### config.mk
export PLATFORM = sky130hd
export DESIGN_NAME = gray_ptr_sync
export DESIGN_NICKNAME = d
export VERILOG_FILES = /design/src/rtl/fifo_pkg.sv /design/src/rtl/gray2bin.sv /design/src/rtl/gray_ptr_sync.sv
export SDC_FILE = /design/constraint.sdc
export NUM_CORES = 1
export LEC_CHECK = 0
export CAP_MARGIN = 40
export CORE_UTILIZATION = 26
export DETAILED_ROUTE_END_ITERATION = 16
export DONT_BUFFER_PORTS = 1
export MAX_ROUTING_LAYER = met4
export PLACE_DENSITY_LB_ADDON = 0.12
export SLEW_MARGIN = 10
export SYNTH_ARGS = -nofsm -noshare
export SYNTH_HDL_FRONTEND = slang
export SYNTH_SLANG_ARGS = --single-unit
export TNS_END_PERCENT = 10
### constraint.sdc
create_clock -name clk -period 3.3 [get_ports clk]
set_input_delay 0.825 -clock clk [delete_from_list [all_inputs] [get_ports clk]]
set_output_delay 0.825 -clock clk [all_outputs]
set_load 0.05 [all_outputs]
### src/rtl/fifo_pkg.sv
`default_nettype none
// +--------------------------------------------------------------------------+
// | Package     : fifo_pkg                                                   |
// | Description : Shared constants and Gray-code helpers for the async FIFO  |
// |               pointer logic.                                             |
// |               FIFO_ADDRSIZE - default memory address width               |
// |               FIFO_PTR_W    - pointer width (address width + wrap bit)   |
// |               ptr_t         - pointer type of FIFO_PTR_W bits            |
// |               f_bin2gray / f_gray2bin - pointer code conversions         |
// | Revision    : 1.0 - initial release                                      |
// +--------------------------------------------------------------------------+
package fifo_pkg;

    localparam int FIFO_ADDRSIZE = 8;
    localparam int FIFO_PTR_W    = FIFO_ADDRSIZE + 1;

    typedef logic [FIFO_PTR_W-1:0] ptr_t;

    function automatic ptr_t f_bin2gray(input ptr_t bin);
        return bin ^ (bin >> 1);
    endfunction

    // Each binary bit is the XOR of all Gray bits from the MSB down to it.
    function automatic ptr_t f_gray2bin(input ptr_t gray);
        ptr_t bin;
        bin[FIFO_PTR_W-1] = gray[FIFO_PTR_W-1];
        for (int i = FIFO_PTR_W - 2; i >= 0; i--) begin
            bin[i] = bin[i+1] ^ gray[i];
        end
        return bin;
    endfunction

endpackage : fifo_pkg
`default_nettype wire

### src/rtl/gray2bin.sv
`default_nettype none
// +--------------------------------------------------------------------------+
// | Module      : gray2bin                                                   |
// | Description : Combinational Gray-to-binary converter of WIDTH bits.      |
// |               gray_i - Gray-coded input                                  |
// |               bin_o  - binary equivalent                                 |
// | Revision    : 1.0 - initial release                                      |
// +--------------------------------------------------------------------------+
module gray2bin
    import fifo_pkg::*;
#(
    parameter int WIDTH = FIFO_PTR_W
) (
    input  logic [WIDTH-1:0] gray_i,
    output logic [WIDTH-1:0] bin_o
);

    // Reduction XOR of the upper slice keeps every bit a flat, independent
    // expression instead of a ripple chain.
    for (genvar i = 0; i < WIDTH; i++) begin : g_bit
        assign bin_o[i] = ^gray_i[WIDTH-1:i];
    end

endmodule : gray2bin
`default_nettype wire

### src/rtl/gray_ptr_sync.sv
`default_nettype none
// +--------------------------------------------------------------------------+
// | Module      : gray_ptr_sync                                              |
// | Description : One clock domain's pointer logic of an asynchronous FIFO.  |
// |               Holds the local binary/Gray pointer pair, synchronises the |
// |               remote Gray pointer and produces a registered full (write  |
// |               side) or empty (read side) flag plus a fill level.         |
// |   clk           - domain clock, rising edge                              |
// |   rst_n         - synchronous active-low reset                           |
// |   inc_i         - advance local pointer (write / read strobe)            |
// |   remote_gray_i - other domain's Gray pointer (asynchronous)             |
// |   addr_o        - binary memory address                                  |
// |   ptr_gray_o    - registered local Gray pointer to the remote domain     |
// |   flag_o        - full (IS_WRITE=1) or empty (IS_WRITE=0)                |
// |   level_o       - occupancy, 0 .. 2^ADDRSIZE                             |
// | Revision    : 1.0 - initial release                                      |
// +--------------------------------------------------------------------------+
module gray_ptr_sync
    import fifo_pkg::*;
#(
    parameter int ADDRSIZE    = FIFO_ADDRSIZE,
    parameter int SYNC_STAGES = 2,
    parameter bit IS_WRITE    = 1'b1
) (
    input  logic                clk,
    input  logic                rst_n,
    input  logic                inc_i,
    input  logic [ADDRSIZE:0]   remote_gray_i,
    output logic [ADDRSIZE-1:0] addr_o,
    output logic [ADDRSIZE:0]   ptr_gray_o,
    output logic                flag_o,
    output logic [ADDRSIZE:0]   level_o
);

    localparam int c_PTR_W = ADDRSIZE + 1;

    logic [c_PTR_W-1:0] bin_q;
    logic [c_PTR_W-1:0] bin_d;
    logic [c_PTR_W-1:0] gray_q;
    logic [c_PTR_W-1:0] gray_d;
    logic [c_PTR_W-1:0] level_q;
    logic [c_PTR_W-1:0] level_d;
    logic               flag_q;
    logic               flag_d;
    logic               inc_ok;
    logic [c_PTR_W-1:0] rsync;
    logic [c_PTR_W-1:0] rbin;
    logic [c_PTR_W-1:0] sync_q [SYNC_STAGES];

    // Gating on the registered flag means a strobe arriving on the same edge
    // that releases the flag is still dropped; the flag can never open early.
    assign inc_ok = inc_i & ~flag_q;
    assign bin_d  = bin_q + {{ADDRSIZE{1'b0}}, inc_ok};
    assign gray_d = bin_d ^ (bin_d >> 1);

    assign rsync  = sync_q[SYNC_STAGES-1];

    gray2bin #(
        .WIDTH (c_PTR_W)
    ) u_gray2bin (
        .gray_i (rsync),
        .bin_o  (rbin)
    );

    if (IS_WRITE) begin : g_write
        // Full: local pointer one lap ahead of the remote one. In Gray code
        // that is the remote value with its two MSBs inverted.
        assign flag_d  = (gray_d == {~rsync[ADDRSIZE:ADDRSIZE-1], rsync[ADDRSIZE-2:0]});
        assign level_d = bin_d - rbin;
    end else begin : g_read
        assign flag_d  = (gray_d == rsync);
        assign level_d = rbin - bin_d;
    end

    always_ff @(posedge clk) begin
        if (!rst_n) begin
            bin_q   <= '0;
            gray_q  <= '0;
            level_q <= '0;
            flag_q  <= ~IS_WRITE;
        end else begin
            bin_q   <= bin_d;
            gray_q  <= gray_d;
            level_q <= level_d;
            flag_q  <= flag_d;
        end
    end

    // Pure flop chain: no logic between stages so metastability has a full
    // cycle to resolve at each step.
    always_ff @(posedge clk) begin
        if (!rst_n) begin
            for (int i = 0; i < SYNC_STAGES; i++) begin
                sync_q[i] <= '0;
            end
        end else begin
            sync_q[0] <= remote_gray_i;
            for (int i = 1; i < SYNC_STAGES; i++) begin
                sync_q[i] <= sync_q[i-1];
            end
        end
    end

    assign addr_o     = bin_q[ADDRSIZE-1:0];
    assign ptr_gray_o = gray_q;
    assign flag_o     = flag_q;
    assign level_o    = level_q;

endmodule : gray_ptr_sync
`default_nettype wire

==> run metrics <==
status=finished, violations left; violated checks=negative setup slack; crit-path cells=xor3_2 -> xnor3_2 -> xor2_4 -> xor2_2 -> xor2_2 -> xnor2_1 -> ha_2 -> inv_2 -> fa_2 -> a21o_1 -> a21o_1 -> nand4bb_1 -> o211ai_1 -> o21ai_2 -> mux2i_1; minimum clock period=3390 ps; Max Cap Viol=0; GPL Wtd Cong=0.706; first-pass GRT wire length=7530 um; cell row count=33; share of the synthesized area in the top cell type=40.6%; Pins Over Slew Limit=0; Worst setup EP type=flip-flop; vias in the first global route=1,496; die area=8910 um2; Slowest-stage cell, CP=xor3_2; sequential power share=50.1%; Routed Antenna Nets=0; number of synthesized flops with an enable pin=0; total track usage=11.7%; vias post-DR=1,479; class of the most critical setup path=flip-flop to flip-flop; Initial DRC Count=49; Peak VDD IR=0.000236 V; Post-synth top cells=dfxtp_1, and2_1, xnor2_1; count leader, synth=dfxtp_1; Synth cell types=37; Skew-Pair Late Insertion Delay=300 ps; CTS tree=done; Root Buffer=clkbuf_8; Ant. Diodes=0; Final nets=277; Final Util=32.6%; Yosys reg bits=45; # IOs=39; sw power=0.466 mW; CP Data Required Time=3530 ps; CTS buffer count=5; Internal=0.992 mW; Synth area leader=dfxtp_1; Avg Cell Area, Syn=9.87 um2; Reg clk slew, reported paths=90 ps; critical path data arrival time=3620 ps; worst hold path cell count=1; syn_nets=247; Design Power=1.46 mW; Post-synth top flop=dfxtp_1; final hold violations=0; top cells by area, synth=dfxtp_1, and2_1, xnor2_1; Setup Skew=5.69 ps; largest net degree at the start of global routing=51; router iterations before antenna repair=4; Slew Limit Headroom=53.8%; synthesis-to-finish area growth=21.2%; placed cell count=351; CP max FO=3; total grt overflow=0; CTS Buffer Depth=2; Die H=94.4 um; CP startpoint kind=flip-flop; Setup Viol. Count Final=2; final worst setup slack=-91.6 ps; Initial Util=26.9%; WL/cell=12.6 um; Via density=4.10; final worst-path cycle share=103%; DR DRC count=0; Setup TNS=-170 ps; Combinational Power Share=19.6%; Sw Ratio=32.0%; layout cell share with drive strength beyond 1=19.1%; Clock power frac=30.3%; number of port buffers=0; highest clock rate=295 MHz; unrepaired setup endpoints after global routing=yes; CTS Sinks=45; pwr/cell area=542 nW/um2; Reg2Reg Depth=15; total routed wirelength=4560 um; Post-Synthesis Cells=225; H-tree Lvls=2; Worst-Margin Slew=691 ps; worst hold-check path type=flip-flop to flip-flop; CTS Hold Bufs=0; crit-path max cell delay=440 ps; Core Area=8260 um2; register area share after synthesis=40.6%; fraction of registers with async set/reset=0%; Pleak=1.14 nW; Hold Slack=436 ps; non-filler instance count after layout=361; Die W=94.4 um; initial antenna violation count=0; synth warn=0; Post-Syn Area=2220 um2; Detailed Place HPWL=3310 um
## power by group through the flow
stage / logic [mW] / clock network, mW / registers (mW)
2_1_floorplan: 0.195 / 0 / 0.745
3_3_place_gp: 0.279 / 0 / 0.745
3_5_place_dp: 0.277 / 0 / 0.744
4_1_cts: 0.288 / 0.465 / 0.732
5_1_grt: 0.325 / 0.492 / 0.737
6_report: 0.286 / 0.441 / 0.731
## path summary, 6_finish.rpt
kind                       from            end  slack (ps)
setup / recovery  sync_q[0][15]     level_o[8]         -90
hold / removal     sync_q[0][6]  sync_q[0][15]         440
setup reg to reg  sync_q[0][15]     level_o[8]         -90
hold reg to reg    sync_q[0][6]  sync_q[0][15]         440
## worst max-delay path: cells and delay by family, from the launching register on
kind | cells | cell delay [ps]
AOI/OAI and AO/OA | 4 | 640
xor gates and xnor gates | 6 | 1460
adders and majority gates | 2 | 560
muxes | 1 | 190
and+or+nand+nor | 1 | 100
buffers and inverters | 1 | 40
DFF | 1 | 340
## cells by family after synthesis
kind of cell               after synthesis  synth area share, %
DFF                                     45                 40.6
muxes                                    3                 1.35
AOI/OAI and AO/OA                       24                 6.76
adders and majority gates               11                 6.43
buffers and inverters                   18                 3.16
xor gates and xnor gates                41                 20.5
and+or+nand+nor                         83                 21.2
## cells in the final DEF, fill, tap and decap left out, types with 2 or more instances in the layout
master / instances
a21o_1: 3
a21oi_1: 6
and2_1: 37
and3_1: 2
buf_4: 31
clkbuf_8: 6
dfxtp_1: 43
dfxtp_2: 2
ha_1: 8
inv_1: 9
mux2i_1: 3
nand2_1: 11
nand3_1: 4
nand4_1: 4
nor2_1: 6
nor2b_1: 8
nor3_1: 6
o211ai_1: 2
o21ai_0: 5
or3_1: 2
xnor2_1: 21
xnor3_1: 2
xor2_1: 12
xor2_2: 2
## through the flow
step	setup slack (ps)	cell area (um2)
final	-91.6	2690
after global routing	-279	2690
after CTS	-181	2680
after detailed placement	-190	2540
after global placement	-81.2	2540
after floorplan	-129	2230
## sequential cells by signal (all words and copies together) (netlist names)
signal      cells
bin_q           9
flag_o          1
level_o         9
ptr_gray_o      8
sync_q         18
## layout make-up
class / instances / area, um2
Tap cell: 105 / 131
Inverter: 10 / 37.5
Sequential cell: 45 / 903
Clock inverter: 1 / 30.0
Timing Repair Buffer: 31 / 233
Fill cell: 864 / 5570
Clock buffer: 7 / 86.3
Multi-Input combinational cell: 162 / 1270
## repair_timing
action | 4_1_cts | 5_1_grt
pin swaps | 8 | 1
gates resized for setup | 2 | 2
cloned | 0 | 0
endpoints found under the setup margin | 4 | 5
setup buffers | 2 | 0
hold endpoints to repair | 0 | 0
## layer usage
layer  routed length [um]  vias to the layer above  global-route usage (%)  share of wire (%)
met5                    0                        -                       -                  0
met1                 2420                      653                    16.1                 53
met4                   45                        0                    4.62               0.99
li1                     -                      798                       -                  -
met3                  182                        2                    3.06                4.0
met2                 1920                       26                    16.2                 42
Power figures use the tool's default switching activity.
